## src/rtl/multiplicador_pkg.sv

```systemverilog
// Shared definitions for the 4x4 shift-add multiplier: operand width,
// iteration count and control state encoding.
package multiplicador_pkg;

    localparam int unsigned LARGURA   = 4;
    localparam int unsigned ITERACOES = 4;

    typedef enum logic [1:0] {
        OCIOSO,
        SOMA_DESLOCA,
        FIM
    } estado_t;

endpackage

```

## src/rtl/acumulador_shift_add_if.sv

```systemverilog
// Signal bundle between the shift-add accumulator stage, its requester and
// the external combinational Adder.
interface acumulador_shift_add_if;
    import multiplicador_pkg::*;

    logic                     Iniciar;
    logic [LARGURA-1:0]       Multiplicando;
    logic [LARGURA-1:0]       Multiplicador;
    logic [LARGURA:0]         Soma;
    logic [LARGURA-1:0]       OperandoA;
    logic [LARGURA-1:0]       OperandoB;
    logic [2*LARGURA-1:0]     Produto;
    logic                     Pronto;
    logic                     Ocupado;

    modport slave (
        input  Iniciar, Multiplicando, Multiplicador, Soma,
        output OperandoA, OperandoB, Produto, Pronto, Ocupado
    );

    modport master (
        output Iniciar, Multiplicando, Multiplicador, Soma,
        input  OperandoA, OperandoB, Produto, Pronto, Ocupado
    );

endinterface

```

## src/rtl/acumulador_shift_add.sv

```systemverilog
// Control and datapath of the shift-add multiplier: four add/shift iterations
// around an external Adder, registered product and one-cycle done pulse.
module acumulador_shift_add #(
    parameter int unsigned LARGURA = 4
) (
    input  logic                  Clk,
    input  logic                  Reset,
    acumulador_shift_add_if.slave bus
);
    import multiplicador_pkg::*;

    localparam int unsigned W      = LARGURA;
    localparam int unsigned CNT_W  = $clog2(ITERACOES);
    localparam logic [CNT_W-1:0] ULTIMA = CNT_W'(ITERACOES - 1);

    // The Adder and the interface are fixed at the package width.
    if (LARGURA != multiplicador_pkg::LARGURA) begin : g_largura_check
        $error("acumulador_shift_add: only LARGURA=4 is supported");
    end

    estado_t          estado_q, estado_d;
    logic [W-1:0]     m_q, m_d;
    logic [W-1:0]     a_q, a_d;
    logic [W-1:0]     q_q, q_d;
    logic [CNT_W-1:0] cnt_q, cnt_d;
    logic [2*W-1:0]   produto_q, produto_d;
    logic             pronto_q, pronto_d;
    logic             ocupado_q, ocupado_d;

    // Next-state, datapath and status decode.
    always_comb begin
        estado_d  = estado_q;
        m_d       = m_q;
        a_d       = a_q;
        q_d       = q_q;
        cnt_d     = cnt_q;
        produto_d = produto_q;

        unique case (estado_q)
            OCIOSO: begin
                if (bus.Iniciar) begin
                    m_d      = bus.Multiplicando;
                    q_d      = bus.Multiplicador;
                    a_d      = '0;
                    cnt_d    = '0;
                    estado_d = SOMA_DESLOCA;
                end
            end
            SOMA_DESLOCA: begin
                // Adder carry lands in the new A MSB, so nothing is lost.
                if (q_q[0]) begin
                    {a_d, q_d} = {bus.Soma, q_q[W-1:1]};
                end else begin
                    {a_d, q_d} = {1'b0, a_q, q_q[W-1:1]};
                end
                cnt_d = cnt_q + CNT_W'(1);
                if (cnt_q == ULTIMA) begin
                    produto_d = {a_d, q_d};
                    estado_d  = FIM;
                end
            end
            FIM: begin
                estado_d = OCIOSO;
            end
            default: begin
                estado_d = OCIOSO;
            end
        endcase

        pronto_d  = (estado_d == FIM);
        ocupado_d = (estado_d == SOMA_DESLOCA);
    end

    always_ff @(posedge Clk) begin
        if (Reset) begin
            estado_q  <= OCIOSO;
            m_q       <= '0;
            a_q       <= '0;
            q_q       <= '0;
            cnt_q     <= '0;
            produto_q <= '0;
            pronto_q  <= 1'b0;
            ocupado_q <= 1'b0;
        end else begin
            estado_q  <= estado_d;
            m_q       <= m_d;
            a_q       <= a_d;
            q_q       <= q_d;
            cnt_q     <= cnt_d;
            produto_q <= produto_d;
            pronto_q  <= pronto_d;
            ocupado_q <= ocupado_d;
        end
    end

    assign bus.OperandoA = a_q;
    assign bus.OperandoB = m_q;
    assign bus.Produto   = produto_q;
    assign bus.Pronto    = pronto_q;
    assign bus.Ocupado   = ocupado_q;

endmodule
```

## src/flat_wrapper.sv

```systemverilog
// flat-port wrapper written by rule: the top's interface ports become plain ports
module acumulador_shift_add_flat import multiplicador_pkg::*;
#(
    parameter int unsigned LARGURA = 4
)
  (Clk, Reset, bus_Iniciar, bus_Multiplicando, bus_Multiplicador, bus_Soma, bus_OperandoA, bus_OperandoB, bus_Produto, bus_Pronto, bus_Ocupado);
  acumulador_shift_add_if bus_i ();
  input  logic Clk;
  input  logic Reset;
  input wire logic [$bits(bus_i.Iniciar)-1:0] bus_Iniciar;
  input wire logic [$bits(bus_i.Multiplicando)-1:0] bus_Multiplicando;
  input wire logic [$bits(bus_i.Multiplicador)-1:0] bus_Multiplicador;
  input wire logic [$bits(bus_i.Soma)-1:0] bus_Soma;
  output wire logic [$bits(bus_i.OperandoA)-1:0] bus_OperandoA;
  output wire logic [$bits(bus_i.OperandoB)-1:0] bus_OperandoB;
  output wire logic [$bits(bus_i.Produto)-1:0] bus_Produto;
  output wire logic [$bits(bus_i.Pronto)-1:0] bus_Pronto;
  output wire logic [$bits(bus_i.Ocupado)-1:0] bus_Ocupado;
  assign bus_i.Iniciar = bus_Iniciar;
  assign bus_i.Multiplicando = bus_Multiplicando;
  assign bus_i.Multiplicador = bus_Multiplicador;
  assign bus_i.Soma = bus_Soma;
  assign bus_OperandoA = bus_i.OperandoA;
  assign bus_OperandoB = bus_i.OperandoB;
  assign bus_Produto = bus_i.Produto;
  assign bus_Pronto = bus_i.Pronto;
  assign bus_Ocupado = bus_i.Ocupado;
  acumulador_shift_add #(.LARGURA(LARGURA)) u_core (.Clk(Clk), .Reset(Reset), .bus(bus_i));
endmodule
```

## config.mk

```make
export PLATFORM = sky130hd
export DESIGN_NAME = acumulador_shift_add_flat
export DESIGN_NICKNAME = d
export VERILOG_FILES = /design/src/rtl/multiplicador_pkg.sv /design/src/rtl/acumulador_shift_add_if.sv /design/src/rtl/acumulador_shift_add.sv /design/src/flat_wrapper.sv
export SDC_FILE = /design/constraint.sdc
export NUM_CORES = 1
export LEC_CHECK = 0
export ABC_CLOCK_PERIOD_IN_PS = 1000
export BUFFER_PORTS_ARGS = -buffer_cell sky130_fd_sc_hd__buf_2
export CAP_MARGIN = 5
export CORE_MARGIN = 4
export CORE_UTILIZATION = 43
export CTS_CLUSTER_DIAMETER = 60
export DETAILED_ROUTE_END_ITERATION = 10
export PLACE_DENSITY = 0.72
export SYNTH_ARGS = -nofsm -noshare
export SYNTH_HDL_FRONTEND = slang
export SYNTH_SLANG_ARGS = --single-unit
export TNS_END_PERCENT = 5
```

## constraint.sdc

```tcl
create_clock -name Clk -period 1 [get_ports Clk]
set_input_delay 0.1 -clock Clk [delete_from_list [all_inputs] [get_ports Clk]]
set_output_delay 0.1 -clock Clk [all_outputs]
set_load 0.005 [all_outputs]
```

# Word level (Yosys, flattened, before mapping)

Cells that the tools add are included.

Register bits after elaboration: 26
Input bits: 16
Output and inout bits: 18
Word-level logic and storage cells: 30

Add/subtract/negate cells: 1
Equality and inequality tests: 5
Mux-type cells: 11
Reduce and logical (&&, ||, !) cells: 5

Operators with widths:

| operator            | number |
|---|---|
| $mux 4              | 4 |
| $pmux 4 s2          | 2 |
| $pmux 2 s2          | 2 |
| $mux 2              | 3 |
| $reduce_and 2->1    | 3 |
| $eq 2x1->1 const B  | 2 |
| $eq 2x2->1 const B  | 2 |
| $add 2x1->2 const B | 1 |
| $logic_not 2->1     | 1 |
| $ne 2x2->1 const B  | 1 |
| $reduce_bool 2->1   | 1 |

# Logic depth before layout (Yosys ltp)

Gate-level depths: netlist of the first run.

Word-level depth: 4
Depth in mapped cells: 5
Mapped depth without buffers: 4

# Worst setup path before layout of the first run

No wires, ideal clock.

Path type: register to register
Start: register u_core.estado_q[1]
End: register u_core.m_q[0] (netlist: u_core.bus.OperandoB[0])
Setup time: 128 ps
Arrival time: 951 ps
Required time: 872 ps
Path slack: -78 ps
Cell stages (with the launch flop): 5
Path buffers: 1
Period minus slack after synthesis: 1078 ps
Cells stage by stage: dfxtp_1 buf_6 nor3b_4 mux2i_1 nor2_1

Word-level cells in the longest chain between the ends: 2

RTL lines:

| item                       | line                       | RTL |
|---|---|---|
| start: declaration         | acumulador_shift_add.sv:21 | `estado_t estado_q, estado_d;` |
| start signal: assignment   | acumulador_shift_add.sv:85 | `estado_q <= estado_d;` |
| $logic_not 2->1            | acumulador_shift_add.sv:39 | `unique case (estado_q)` |
| $reduce_and 2->1 (no line) | --                         |  |
| end signal: assignment     | acumulador_shift_add.sv:86 | `m_q <= m_d;` |
| end: declaration           | acumulador_shift_add.sv:22 | `logic [W-1:0] m_q, m_d;` |

No other way between the ends.
A chain may end at the register's enable or synchronous reset.

# Worst setup path in the final report of the first run

Start: register u_core.estado_q[0]
End: register u_core.m_q[1] (netlist: u_core.bus.OperandoB[1])

The elaborated chain is that of the path after synthesis.

==> impl_metrics.py, run 1 <==
metrics = {
    "status": {
        "outcome": "finished, violations left",
        "violations": "setup timing",
    },
    "power_and_ir_drop": {
        "power_mw": 1.780,
        "p_leak_nw": 0.6226,
        "ir_worst_vdd_mv": 0.7857,
        "p_per_area_nw_per_um2": 1324,
    },
    "place": {
        "dp_cells": 169,
        "place_ws_ns": -0.2428,
        "gp_routability_congestion": 0.7493,
        "dp_hpwl_um": 1621,
        "port-buffer-count": 33,
        "dpl-instance-area_sq_um": 1245,
    },
    "critical_path": {
        "worstSetupPathType": "register to register",
        "worstPathArrival_ns": 1.32,
        "cp-end-kind": "register",
        "critPathSlowestCell": "dfxtp_4",
        "start_kind": "register",
        "cp_cell_sequence": "nor3b_4 -> mux2i_1 -> nor2_1",
        "crit_path_max_fanout": 7,
        "cp.required_ns": 1.20,
        "cpPeakStageDelay_ns": 0.40,
    },
    "floorplanning": {
        "core_sq_um": 2255,
        "die_area_sq_um": 3252,
        "ios": 34,
        "die_h_um": 57.03,
        "die_x_um": 57.03,
        "num_rows": 17,
        "initial_utilization_pct": 45.84,
    },
    "sta": {
        "tns_ns": -1.695,
        "worst_slack_ns": -0.1243,
        "hold_slack_ns": 0.01759,
        "finalClockSkew_ns": 0.009308,
        "maxSlewHeadroom_pct": 70.27,
        "rsz0062_at_grt": "true",
        "setup_viol_count_final": 23,
        "slew_violations": 0,
        "max_slew.worst_pin.slew_ns": 0.4459,
        "period_needed_ns": 1.124,
        "fin_crit_sh_pct": 112.4,
        "max_freq_mhz": 889.5,
        "finalHoldViolCount": 0,
    },
    "clock_tree": {
        "numCtsBuffers": 3,
        "path_clk_slew_ns": 0.14,
        "worstSkewPairLatency_ns": 0.31,
        "htreeDepth": 1,
        "cts_tree": "done",
        "postCtsHoldBufs": 0,
        "clockBufferDepth": 2,
        "cts.sinks": 26,
        "clockRootBuffer": "clkbuf_4",
    },
    "synthesis": {
        "yosysSeqAreaShare_pct": 50.36,
        "syn_area_per_cell_sq_um": 9.569,
        "synth_cell_types": 24,
        "syn_nets": 125,
        "netlist_area_sq_um": 1033,
        "syn_inst": 108,
        "ys_warn_count": 0,
        "ys_ff_latch": 26,
    },
    "layout": {
        "final_cell_mix": "33 x buf_2, 21 x nor2_1, 21 x dfxtp_1, 8 x nand2_1, 8 x mux2i_1",
        "fillers": 203,
        "postLayoutCoreUtil_pct": 59.60,
        "mostFrequentLayoutCell": "buf_2",
        "n_antenna_cell": 0,
        "nNetsFinal": 165,
        "area_delta_synth_final_pct": 30.02,
        "final_area_sq_um": 1344,
        "final_cells": 174,
        "layout-drive-gt1-share_pct": 42.47,
    },
    "grt": {
        "overflow": 0,
        "antenna_found_initial": 0,
        "grt_max_degree": 27,
        "grt_pass1_wl_um": 3815,
        "grt_usage_pct": 14.71,
        "grt_pass1_vias": 887,
    },
    "drt": {
        "drcViolationCount": 0,
        "routed_wl_um": 2271,
        "drtIter0Drc": 12,
        "wl_per_cell_um": 13.05,
        "dr.pass1.iters": 3,
        "ant_nets": 0,
        "via_count": 894,
        "vias_per_cell": 5.138,
    },
    "hold_path": {
        "min_path_type": "primary input to register",
    },
    "run": {
        "max_cap_viol_count": 0,
    },
}
-- registers in the layout, indices dropped and copies added, names as in the netlist --
signal / count
u_core.estado_q: 2
u_core.bus.Ocupado: 1
u_core.bus.OperandoB: 4
u_core.bus.OperandoA: 4
u_core.cnt_q: 2
u_core.q_q: 4
u_core.bus.Produto: 8
u_core.bus.Pronto: 1
-- power breakdown --
part,internal (mW),switching (mW)
clock,0.141,0.294
sequential,1.07,0.0392
combinational,0.125,0.107
total,1.34,0.440
-- cell type report --
| cell class | instances | area [sq um] | share of cell area (%) |
|---|---|---|---|
| clock buffers | 3 | 22.52 | 1.676 |
| inverters | 1 | 3.754 | 0.2793 |
| multi-input cells | 74 | 504.2 | 37.52 |
| flip-flops and latches | 26 | 534.3 | 39.76 |
| well taps | 28 | 35.03 | 2.607 |
| repair buffers | 42 | 244.0 | 18.16 |
-- Yosys cell counts --
master	n	area [sq um]
buf_6	2	22.52
nand2_1	8	30.03
dfxtp_1	26	520.5
nor2_1	23	86.33
buf_2	2	10.01
a21oi_1	6	30.03
a211oi_1	3	22.52
a32oi_1	2	17.52
a22oi_1	4	30.03
nor3_1	6	30.03
nor2b_1	1	6.260
o21bai_1	1	7.510
and3b_1	1	8.760
ha_1	1	12.51
mux2_2	4	45.04
mux2i_1	8	80.08
clkbuf_1	3	11.26
nand2b_1	1	6.260
inv_1	1	3.750
and2b_1	1	7.510
nor3b_4	1	18.77
nand3b_1	1	7.510
nand3_1	1	5.000
nor2b_4	1	13.76
-- kinds of logic (layout without fill, tap and decap cells) --
kind of cell | count (synthesis) | after routing | synth area share, %
adders and majority gates | 1 | 1 | 1.210
muxes | 12 | 12 | 12.11
AOI/OAI and AO/OA | 16 | 16 | 10.41
DFF | 26 | 26 | 50.36
buffers and inverters | 8 | 46 | 4.600
and+or+nand+nor | 45 | 45 | 21.31
-- metal layers --
layer | up-vias | GRT usage [%] | part of all wire, %
met1 | 423 | 17.59 | 45
met2 | 21 | 26.10 | 49
li1 | 448 | - | -
met4 | 0 | 5.960 | 0.62
met5 | - | 0 | 0
met3 | 2 | 2.262 | 5.1
-- timing repair --
action,CTS,global route
pin swaps,3,5
gates cloned,0,0
endpoints found under the setup margin,22,23
buffers inserted,1,1
gates resized for setup,14,6
-- worst paths after layout --
path                                                 to  cells past startpoint                   from  slack [ns]
worst min register to register    u_core.bus.Produto[0]                      2  u_core.bus.Produto[0]        0.46
worst max-delay path            u_core.bus.OperandoB[1]                      3     u_core.estado_q[0]       -0.12
worst min-delay path            u_core.bus.OperandoB[2]                      3   bus_Multiplicando[2]        0.02
worst max register to register  u_core.bus.OperandoB[1]                      3     u_core.estado_q[0]       -0.12
-- worst max-delay path, delay by kind of cell, from the launching register on --
family	cells	cell delay [ns]
muxes	1	0.24
DFF	1	0.40
and+or+nand+nor	2	0.37
No activity file was read; power rests on OpenSTA's default activity.
==> inputs of run 2 (changes only) <==
Settings changed: ABC_AREA set to 1, TNS_END_PERCENT 5 to unset.
==> impl_metrics.py, run 2 <==
metrics = {
    "status": {
        "outcome": "finished, violations left",
        "violations": "setup timing",
    },
    "clock_tree": {
        "cts_tree": "done",
        "cts.sinks": 26,
        "worstSkewPairLatency_ns": 0.32,
        "path_clk_slew_ns": 0.14,
        "clockRootBuffer": "clkbuf_4",
        "numCtsBuffers": 3,
        "clockBufferDepth": 2,
        "htreeDepth": 1,
        "postCtsHoldBufs": 0,
    },
    "power_and_ir_drop": {
        "switching_share_pct": 23.11,
        "internal-power_mw": 1.584,
        "combPwrFrac_pct": 11.7,
        "p_per_area_nw_per_um2": 1432,
        "p_clk_share_pct": 34.8,
        "sequentialPowerShare_pct": 53.5,
        "power_mw": 2.060,
        "p_sw_mw": 0.4760,
        "ir_worst_vdd_mv": 1.393,
        "p_leak_nw": 0.6947,
    },
    "place": {
        "gp_routability_congestion": 0.7690,
        "dp_hpwl_um": 1802,
        "port-buffer-count": 33,
        "dp_cells": 207,
        "dpl-instance-area_sq_um": 1276,
    },
    "layout": {
        "mostFrequentLayoutCell": "nand2_1",
        "largest_reg_flops": 8,
        "final_cells": 213,
        "n_antenna_cell": 0,
        "area_delta_synth_final_pct": 37.89,
        "final_cell_mix": "35 x nand2_1, 33 x buf_2, 22 x dfxtp_1, 18 x nor2_1, 11 x inv_1",
        "final_area_sq_um": 1439,
        "nNetsFinal": 203,
        "layout-drive-gt1-share_pct": 41.62,
    },
    "drt": {
        "dr.pass1.iters": 4,
        "routed_wl_um": 2427,
        "drtIter0Drc": 16,
        "via_count": 1022,
        "ant_nets": 0,
        "drcViolationCount": 0,
        "wl_per_cell_um": 11.39,
        "vias_per_cell": 4.798,
    },
    "sta": {
        "max_slew.worst_pin.slew_ns": 0.3623,
        "maxSlewHeadroom_pct": 75.82,
        "fin_crit_sh_pct": 109.1,
        "finalClockSkew_ns": 0.001939,
        "setup_viol_count_final": 14,
        "slew_violations": 0,
        "tns_ns": -0.6324,
        "period_needed_ns": 1.091,
        "hold_slack_ns": 0.02628,
        "worst_slack_ns": -0.09072,
        "finalHoldViolCount": 0,
        "max_freq_mhz": 916.8,
        "rsz0062_at_grt": "true",
    },
    "grt": {
        "overflow": 0,
        "antenna_found_initial": 0,
        "grt_usage_pct": 15.93,
        "grt_pass1_vias": 997,
        "grt_pass1_wl_um": 4098,
        "grt_max_degree": 16,
    },
    "hold_path": {
        "holdPathStages": 3,
        "worstHoldEndpoint": "u_core.bus.OperandoB[0]",
        "min-delay-start": "bus_Multiplicando[0]",
        "min_path_type": "primary input to register",
    },
    "critical_path": {
        "r2r-end": "u_core.bus.Produto[0]",
        "worstSetupPathType": "register to register",
        "start_kind": "register",
        "cp_cell_sequence": "ha_4 -> nand2_4 -> nor2_4 -> buf_6 -> o21ai_1 -> a21oi_1",
        "crit_buf_inv": 1,
        "crit_path_max_fanout": 6,
        "worstPathArrival_ns": 1.36,
        "cp-end-kind": "register",
        "critPathSlowestCell": "dfxtp_2",
        "cp.required_ns": 1.27,
        "crit_family": "flip-flops",
        "regToRegStartpoint": "u_core.cnt_q[0]",
        "ff2ff_path_depth": 6,
        "cpPeakStageDelay_ns": 0.38,
        "regToRegSetupSlack_ns": -0.09,
    },
    "synthesis": {
        "syn_area_per_cell_sq_um": 7.349,
        "yosysSeqAreaShare_pct": 49.88,
        "yosysTopAreaCellShare_pct": 49.88,
        "synth_top_area_cell": "dfxtp_1",
        "synth_ff_type": "dfxtp_1",
        "synth_cell_types": 18,
        "ys_warn_count": 0,
        "syn_nets": 159,
        "synth.most_common_cell": "nand2_1",
        "syn_inst": 142,
        "synth-edff-count": 0,
        "ys_top_cells_by_area": "dfxtp_1 50%, nand2_1 14%, a21oi_1 8.2%",
        "synth_common_cells": "40 x nand2_1, 26 x dfxtp_1, 19 x nor2_1",
        "netlist_area_sq_um": 1044,
        "ys_ff_latch": 26,
        "async_reset_ff_share_pct": 0,
    },
    "floorplanning": {
        "core_sq_um": 2255,
        "num_rows": 17,
        "die_x_um": 57.26,
        "die_h_um": 57.26,
        "die_area_sq_um": 3279,
        "ios": 34,
        "initial_utilization_pct": 46.28,
    },
    "run": {
        "max_cap_viol_count": 0,
    },
}
[run 2: cell count changes after synthesis, sizes merged, moves of 3 or more]
cell	previous run	this run
a211oi	3	0
nand2	8	44
inv	1	15
buf	4	1
a22oi	4	0
o21ai	0	11
mux2i	8	0
mux2	4	0
nor3	6	0
a21oi	6	17
[run 2: stage by stage]
stage          setup WS, ns  util, %
6_report           -0.09072    63.82
5_1_grt             -0.1670    63.82
4_1_cts            -0.09732    62.32
3_5_place_dp        -0.1157    56.60
3_3_place_gp       -0.06276    56.60
2_1_floorplan     -0.001662        -
[run 2: metal layers]
layer  part of all wire [%]  GRT usage [%]  vias to the layer above
met5                      0              0                        -
met4                    2.7          8.940                        0
met3                    4.9          4.751                        6
met2                     50          26.59                       24
met1                     43          18.06                      467
li1                       -              -                      525
[run 2: worst min-delay path, stage by stage]
cell	delay (ns)
buf_2	0.08
o21ai_0	0.07
nor2_1	0.07
[run 2: cells by family after synthesis]
kind of cell,after synthesis,synth area share [%]
simple gates,68,27.70
compound gates,28,13.43
flops,26,49.88
buf+inv,19,7.792
fa+ha+maj,1,1.199
[run 2: power by group through the flow]
stage          clock [mW]  sequential [mW]  combinational [mW]
4_1_cts             0.747             1.10               0.238
3_5_place_dp            0             1.12               0.225
5_1_grt             0.794             1.11               0.273
3_3_place_gp            0             1.12               0.216
2_1_floorplan           0             1.12               0.122
6_report            0.717             1.10               0.242
[run 2: worst max-delay path by stage]
stage / from / end / slack [ns] / depth (start not counted)
final: u_core.cnt_q[0] / u_core.bus.Produto[0] / -0.09 / 6
after global placement: u_core.cnt_q[0] / u_core.bus.Produto[0] / -0.06 / 6
after detailed placement: u_core.cnt_q[0] / u_core.bus.Produto[3] / -0.12 / 6
after floorplan: u_core.cnt_q[0] / u_core.bus.Produto[1] / -0.002 / 6
after global routing: u_core.cnt_q[0] / u_core.bus.Produto[0] / -0.17 / 6
after CTS: u_core.cnt_q[1] / u_core.bus.Produto[1] / -0.1 / 6
[run 2: cell type report]
class                           count  area, sq um
Timing Repair Buffer               42        240.2
Multi-Input combinational cell     97        513.0
Clock buffer                        3        22.52
Clock inverter                      1        30.03
Tap cell                           28        35.03
Fill cell                         205        815.8
Sequential cell                    26        530.5
Inverter                           16        67.56
[run 2: timing repair]
item                       4_1_cts  5_1_grt
pin swaps                        8        4
gates resized for setup         24        9
setup endpoints to repair       26       26
buffers inserted                 1        1
